## src/rtl/seg_scan_ctrl.sv

```systemverilog
// -----------------------------------------------------------------------------
// seg_scan_ctrl
//
// Time-multiplexed scan controller for an 8-digit, common-anode 7-segment
// display. Steps the digit number fed to an external 3-to-8 active-low
// digit-select decoder, drives the matching active-low segment pattern,
// blanks the segments for the first BLANK_CYC cycles of every digit slot to
// suppress ghosting, and double-buffers the display data so that updates only
// take effect at frame boundaries (tear-free).
//
// Parameters
//   CLK_DIV    clock cycles per digit slot (>= 2)
//   BLANK_CYC  blanked cycles at the start of each slot (0 <= BLANK_CYC < CLK_DIV)
//
// Ports
//   clk         in   1   system clock, rising edge
//   rst_n       in   1   asynchronous active-low reset
//   load        in   1   strobe: capture data_in/dp_in/en_in into pending buffer
//   data_in     in  32   eight hex nibbles, nibble k shown on digit k
//   dp_in       in   8   decimal point per digit, 1 = lit
//   en_in       in   8   digit enable, 0 = digit blanked (slot still consumed)
//   num         out  3   digit number to the select decoder
//   seg         out  8   active-low segments {dp,g,f,e,d,c,b,a}
//   frame_tick  out  1   one-cycle pulse in the first cycle of digit 0's slot
// -----------------------------------------------------------------------------
module seg_scan_ctrl #(
    parameter int CLK_DIV   = 100000,
    parameter int BLANK_CYC = 1000
) (
    input  logic        clk,
    input  logic        rst_n,
    input  logic        load,
    input  logic [31:0] data_in,
    input  logic [7:0]  dp_in,
    input  logic [7:0]  en_in,
    output logic [2:0]  num,
    output logic [7:0]  seg,
    output logic        frame_tick
);

    localparam int            CNT_W   = $clog2(CLK_DIV);
    localparam logic [CNT_W-1:0] LAST_CNT = CNT_W'(CLK_DIV - 1);
    localparam logic [CNT_W-1:0] BLANK_V  = CNT_W'(BLANK_CYC);

    typedef enum logic {
        BLANK = 1'b0,
        SHOW  = 1'b1
    } state_t;

    typedef struct packed {
        logic [31:0] data;
        logic [7:0]  dp;
        logic [7:0]  en;
    } disp_buf_t;

    logic [CNT_W-1:0] div_cnt, div_next;
    logic [2:0]       num_next;
    state_t           state, state_next;
    logic             slot_end;
    logic             frame_wrap;

    disp_buf_t        act_buf, pend_buf, in_buf;
    logic             pend_valid;

    assign in_buf = '{data: data_in, dp: dp_in, en: en_in};

    // Hex nibble to active-low {g,f,e,d,c,b,a}.
    function automatic logic [6:0] hex7(input logic [3:0] nib);
        logic [7:0] pat;
        case (nib)
            4'h0: pat = 8'hC0;
            4'h1: pat = 8'hF9;
            4'h2: pat = 8'hA4;
            4'h3: pat = 8'hB0;
            4'h4: pat = 8'h99;
            4'h5: pat = 8'h92;
            4'h6: pat = 8'h82;
            4'h7: pat = 8'hF8;
            4'h8: pat = 8'h80;
            4'h9: pat = 8'h90;
            4'hA: pat = 8'h88;
            4'hB: pat = 8'h83;
            4'hC: pat = 8'hC6;
            4'hD: pat = 8'hA1;
            4'hE: pat = 8'h86;
            default: pat = 8'h8E;
        endcase
        return pat[6:0];
    endfunction

    // Next-state logic. The BLANK/SHOW state is derived from the *next* count
    // so that num and the blanking both change on the same edge.
    always_comb begin
        // NOTE: every always_comb output gets a default first so no path
        // through the block leaves it unassigned and infers a latch.
        div_next   = div_cnt + 1'b1;
        num_next   = num;
        slot_end   = 1'b0;
        frame_wrap = 1'b0;
        if (div_cnt == LAST_CNT) begin
            div_next   = '0;
            num_next   = num + 3'd1;
            slot_end   = 1'b1;
            frame_wrap = (num == 3'd7);
        end
        state_next = (div_next < BLANK_V) ? BLANK : SHOW;
    end

    // NOTE: sequential state uses non-blocking assignments so every register
    // samples pre-edge values, independent of statement order.
    always_ff @(posedge clk or negedge rst_n) begin
        if (!rst_n) begin
            div_cnt    <= '0;
            num        <= 3'd0;
            state      <= BLANK;
            frame_tick <= 1'b0;
            act_buf    <= '0;
            pend_buf   <= '0;
            pend_valid <= 1'b0;
        end else begin
            div_cnt    <= div_next;
            num        <= num_next;
            state      <= state_next;
            frame_tick <= frame_wrap;

            if (load) begin
                pend_buf   <= in_buf;
                pend_valid <= 1'b1;
            end

            // A load coinciding with the wrap edge bypasses the pending
            // buffer so it is visible in the very next frame.
            if (frame_wrap) begin
                if (load) begin
                    act_buf    <= in_buf;
                    pend_valid <= 1'b0;
                end else if (pend_valid) begin
                    act_buf    <= pend_buf;
                    pend_valid <= 1'b0;
                end
            end
        end
    end

    // Moore segment output: decoded from registered state only.
    always_comb begin
        seg = 8'hFF;
        if (state == SHOW && act_buf.en[num]) begin
            seg = {~act_buf.dp[num], hex7(act_buf.data[{num, 2'b00} +: 4])};
        end
    end

    // slot_end is kept as a named term for readability of the wrap logic.
    logic unused_ok;
    assign unused_ok = slot_end;

endmodule
```

## config.mk

```make
export PLATFORM = sky130hd
export DESIGN_NAME = seg_scan_ctrl
export DESIGN_NICKNAME = d
export VERILOG_FILES = /design/src/rtl/seg_scan_ctrl.sv
export SDC_FILE = /design/constraint.sdc
export NUM_CORES = 1
export LEC_CHECK = 0
export BUFFER_PORTS_ARGS = -buffer_cell sky130_fd_sc_hd__buf_4
export CAP_MARGIN = 40
export CELL_PAD_IN_SITES_DETAIL_PLACEMENT = 2
export CELL_PAD_IN_SITES_GLOBAL_PLACEMENT = 2
export CORE_ASPECT_RATIO = 2
export CORE_UTILIZATION = 41
export CTS_CLUSTER_SIZE = 20
export DETAILED_ROUTE_END_ITERATION = 12
export PLACE_DENSITY_LB_ADDON = 0.1
export SLEW_MARGIN = 40
export SYNTH_ARGS = -nofsm -noshare
export SYNTH_HDL_FRONTEND = slang
export SYNTH_SLANG_ARGS = --single-unit
```

## constraint.sdc

```tcl
create_clock -name clk -period 3.15 [get_ports clk]
set_clock_uncertainty 0.15 [all_clocks]
set_input_delay 0.315 -clock clk [delete_from_list [all_inputs] [get_ports clk]]
set_output_delay 0.315 -clock clk [all_outputs]
set_load 0.005 [all_outputs]
```

[Yosys cells after proc, flatten, opt, wreduce, memory -nomap -nowiden]
Memories as Yosys holds them, arrays and structs flattened.
Cells that the tools add are included.
Operators by class
  add/sub/neg operators: 2
  order comparisons: 2
  eq/ne operators: 2
  shift operators: 1
  multiplexer cells: 14
  bitwise logic cells: 1
  reduce and logical (&&, ||, !) cells: 3
Operator list (number)
  48-bit 2-to-1 mux: 2
  32-bit by 6-bit variable part select with 4-bit output: 1
  17-bit by 1-bit adder with 17-bit output, second input constant: 1
  17-bit == test, second input constant: 1
  17-bit by 10-bit less-than comparator with 1-bit output, second input constant: 1
  17-bit 2-to-1 mux: 1
  1-bit 2-to-1 mux: 8
  8-bit 2-to-1 mux: 1
  1-bit binary-select mux with 3-bit select: 2
  3-bit by 4-bit less-than comparator with 1-bit output, second input constant: 1
  3-bit by 1-bit adder with 3-bit output, second input constant: 1
  3-bit == test, second input constant: 1
  2-bit AND reduction: 1
  2-bit nonzero test: 1
  1-bit logical AND: 1
  1-bit NOT: 1
Storage, ports and cells
  flip-flop bits (word level): 119
  ROM bits: 112
  output and inout bits: 12
  memories: 1
Memories
  (no name shown): depth 16, bits a word 7, read ports 1, clocked after memory_dff 0, wr ports 0, RTL line 70  | case (nib)

[Longest topological paths before layout]
  depth in word-level cells: 4
  gate-level depth with buffers: 8
  mapped depth without buffers: 7

[Least setup slack after synthesis]
No wires, ideal clock.
  path type: register to output
  from: register num[0]
  to: output seg[0]
  data arrival time: 2.320 ns
  data required time: 2.685 ns
  path slack: 0.365 ns
  cell stages (with the launch flop): 8
  path buffers: 1
  path through: dfrtp_1 -> buf_2 -> mux4_2 -> mux2_2 -> ha_1 -> or3_1 -> o21ai_0 -> o21ai_1
On the way
  word-level cells in the longest chain between the ends: 4
  elaborated cells on any way between the ends: 6
Ends and longest elaborated chain
  start, declared: RTL line 36  | output logic [2:0] num,
  start signal, assigned: RTL line 122  | num <= num_next;
  parallel branches: the longest is 3 deep, another holds memory 16 x 7 bit
  8-bit 2-to-1 mux *: RTL line 148  | if (state == SHOW && act_buf.en[num]) begin
  end, declared: RTL line 37  | output logic [7:0] seg,
Every way passes the cells marked *. The select of a mux whose other input is x is not followed.

[Worst setup path after layout]
Same ends and word-level chain as after synthesis.

==> flow_metrics.tcl <==
set metrics [dict create \
    power_leakage_nw 3.07 \
    fp-row-count 59 \
    grt.overflow.total 0 \
    ys_types 39 \
    slew_violations 0 \
    core_area_mm2 0.0130 \
    crit_end "seg[0]" \
    fin_hold_ws_ns 0.0146 \
    avgSynthCellArea_um2 14.7 \
    design_area_mm2 0.00669 \
    clock_path_buffers 2 \
    slowest_stage "mux4_2" \
    grt_antenna_before_repair 0 \
    grt_usage_pct 22.3 \
    finalHoldViolCount 0 \
    layout_commonest_cell "dfrtp_1" \
    hp-start "dp_in[0]" \
    area_growth_syn_to_layout_pct 22.8 \
    cp-startpoint "num[0]$_DFFE_PN0N_" \
    dp_cells 573 \
    viasPerCell 5.45 \
    syn-num-nets 430 \
    vdd_ir_drop_max_v 0.000364 \
    nFillCells 1228 \
    path_common_cell "o21ai_1" \
    ys_ff_latch 119 \
    start_kind "flop" \
    fmax_mhz 328 \
    grt_pass1_wl_um 22500 \
    crit_family "multiplexers" \
    cts_tree "built" \
    multi_input_area_mm2 0.00233 \
    grt_pass1_vias 3921 \
    setup_violations 0 \
    die_h_um 165 \
    seq_area_mm2 0.00298 \
    insertedDiodeCount 0 \
    cp-end-kind "output port" \
    route.detailed.drc 0 \
    p_per_area_mw_per_mm2 556 \
    io_pins 63 \
    cp.depth 7 \
    synth_warnings 0 \
    totalWireLength_um 14200 \
    max_cap_viol_count 0 \
    relSlewSlack_pct 55.1 \
    path_clk_slew_ns 0.06 \
    dieWidth_um 83.5 \
    clkSinkCount 119 \
    clk_latency_ns 0.40 \
    crit_buf_inv 1 \
    r2r.worst_path.cells 6 \
    placed_cell_area_mm2 0.00605 \
    timing.final.crit_share_pct 96.8 \
    cp_max_fo 5 \
    crit_required_ns 2.68 \
    portBuffers 62 \
    grt_setup_unrepaired "true" \
    mostFrequentLayoutCells "dfrtp_1, mux2_2, buf_4" \
    outcome "complete, no violations" \
    r2r-end "act_buf[30]$_DFFE_PN0P_" \
    gp_congestion 0.808 \
    drive_above_1_share_pct 50.4 \
    die_area_mm2 0.0138 \
    crit_type "reg2out" \
    first_iter_violations 135 \
    hold_class "in2reg" \
    htree_levels 4 \
    start_util_pct 41.9 \
    fin_crit_ns 3.05 \
    first_pass_iters 4 \
    reg2reg_from "div_cnt[0]$_DFF_PN0_" \
    routedWlPerCell_um 23.4 \
    worstMarginPinSlew_ns 0.673 \
    critPathMaxStageDelay_ns 0.56 \
    antenna_left 0 \
    vias 3303 \
    seq_area_frac_synth_pct 54.7 \
    path_cells "mux4_2, mux2_4, ha_4, or3_1, o21ai_1, o21ai_1, buf_4" \
    syn_area_mm2 0.00545 \
    numCtsBuffers 17 \
    r2r_setup_slack_ns 0.51 \
    root_buffer "clkbuf_16" \
    dp_hpwl_um 9930 \
    stdcell_count 606 \
    cp.arrival_ns 2.58 \
    grt_start_max_net_pins 50 \
    fin_nets 503 \
    syn_inst 370 \
]
synthesized netlist by cell type (all sizes together):
cell / instances / share of area (%)
dfrtp: 119 / 55
nor2: 15 / 1.0
xnor2: 13 / 2.1
and2: 2 / 0.23
and3b: 1 / 0.23
buf: 17 / 2.4
nor3: 4 / 0.57
mux2i: 9 / 1.7
nand3: 10 / 0.92
mux2: 102 / 22
or4: 1 / 0.14
a31oi: 1 / 0.11
or2: 1 / 0.11
xor2: 5 / 0.80
a21oi: 3 / 0.28
ha: 9 / 2.1
o21ai: 2 / 0.18
and3: 1 / 0.11
o211ai: 4 / 0.55
o221ai: 3 / 0.48
o21bai: 1 / 0.14
inv: 5 / 0.34
nor2b: 2 / 0.23
clkbuf: 3 / 0.21
nand4: 8 / 1.0
nand2: 8 / 0.55
nor4: 7 / 1.2
mux4: 12 / 5.0
or3: 2 / 0.23
kinds of logic (layout without fill, tap and decap cells):
group,count (synthesis),in the layout,synth area share [%]
muxes,123,123,29.1
AOI/OAI and AO/OA,14,14,1.75
buffers and inverters,25,109,2.92
and+or+nand+nor,62,62,6.59
xor gates and xnor gates,18,18,2.90
DFF,119,119,54.7
adders and majority gates,9,9,2.07
through the flow:
| step | power (mW) | util (%) | TNS (ns) | setup WS, ns |
|---|---|---|---|---|
| after floorplan | 1.71 | - | 0 | 0.365 |
| after global placement | 1.83 | 46.6 | 0 | 0.360 |
| after detailed placement | 1.84 | 46.6 | 0 | 0.308 |
| after CTS | 3.77 | 51.4 | 0 | 0.00528 |
| after global routing | 3.84 | 51.5 | -0.0247 | -0.0247 |
| final | 3.72 | 51.5 | 0 | 0.101 |
worst reg2reg max path: cells and delay by family, from the launching register on:
kind,cells,cell delay (ns)
flip-flops,1,0.38
buffers and inverters,1,0.29
AND/OR/NAND/NOR,3,0.99
adder cells (fa/ha/maj),1,0.28
multiplexers,1,0.41
where the power goes:
part | switching, mW | internal (mW) | total [mW]
clock network | 0.678 | 1.24 | 1.91
logic | 0.0989 | 0.101 | 0.200
registers | 0.0152 | 1.59 | 1.61
total | 0.793 | 2.93 | 3.72
flip-flops by register name (all words and copies together) (netlist names):
signal      flops
state           1
num             3
act_buf        48
pend_buf       48
frame_tick      1
pend_valid      1
div_cnt        17
routing by layer:
| layer | vias up | GRT usage [%] | share of wire, % |
|---|---|---|---|
| met3 | 26 | 4.00 | 2.3 |
| met2 | 53 | 44.9 | 61 |
| met1 | 1748 | 21.4 | 34 |
| met4 | 0 | 10.6 | 3.2 |
| li1 | 1476 | - | - |
| met5 | - | 0 | 0 |
how the worst min path moves through the flow:
stage / endpoint / slack, ns / cells after the start
finish: pend_buf[8]$_DFFE_PN0P_ / 0.01 / 2
CTS: pend_buf[3]$_DFFE_PN0P_ / 0.0008 / 2
global placement: pend_buf[12]$_DFFE_PN0P_ / 0.24 / 1
floorplan: act_buf[0]$_DFFE_PN0P_ / -0.13 / 0
detailed placement: pend_buf[13]$_DFFE_PN0P_ / 0.24 / 1
global route: pend_buf[20]$_DFFE_PN0P_ / 0.001 / 2
repair_timing:
action / in CTS / in global routing
endpoints found under the hold margin: 46 / 0
hold buffers: 1 / 0
gates cloned: 0 / 0
resized for setup: 5 / 6
pin swaps: 0 / 2
setup endpoints to repair: 6 / 5
setup buffers: 2 / 0
area by class of cell:
type	count	area share, %
clock buffers	22	7.24
well taps	152	2.84
clock inverters	8	1.46
multi-input cells	226	34.8
inverters	5	0.281
repair buffers	74	8.72
flip-flops and latches	119	44.6
Note: power is estimated with default switching activity, not from simulation.
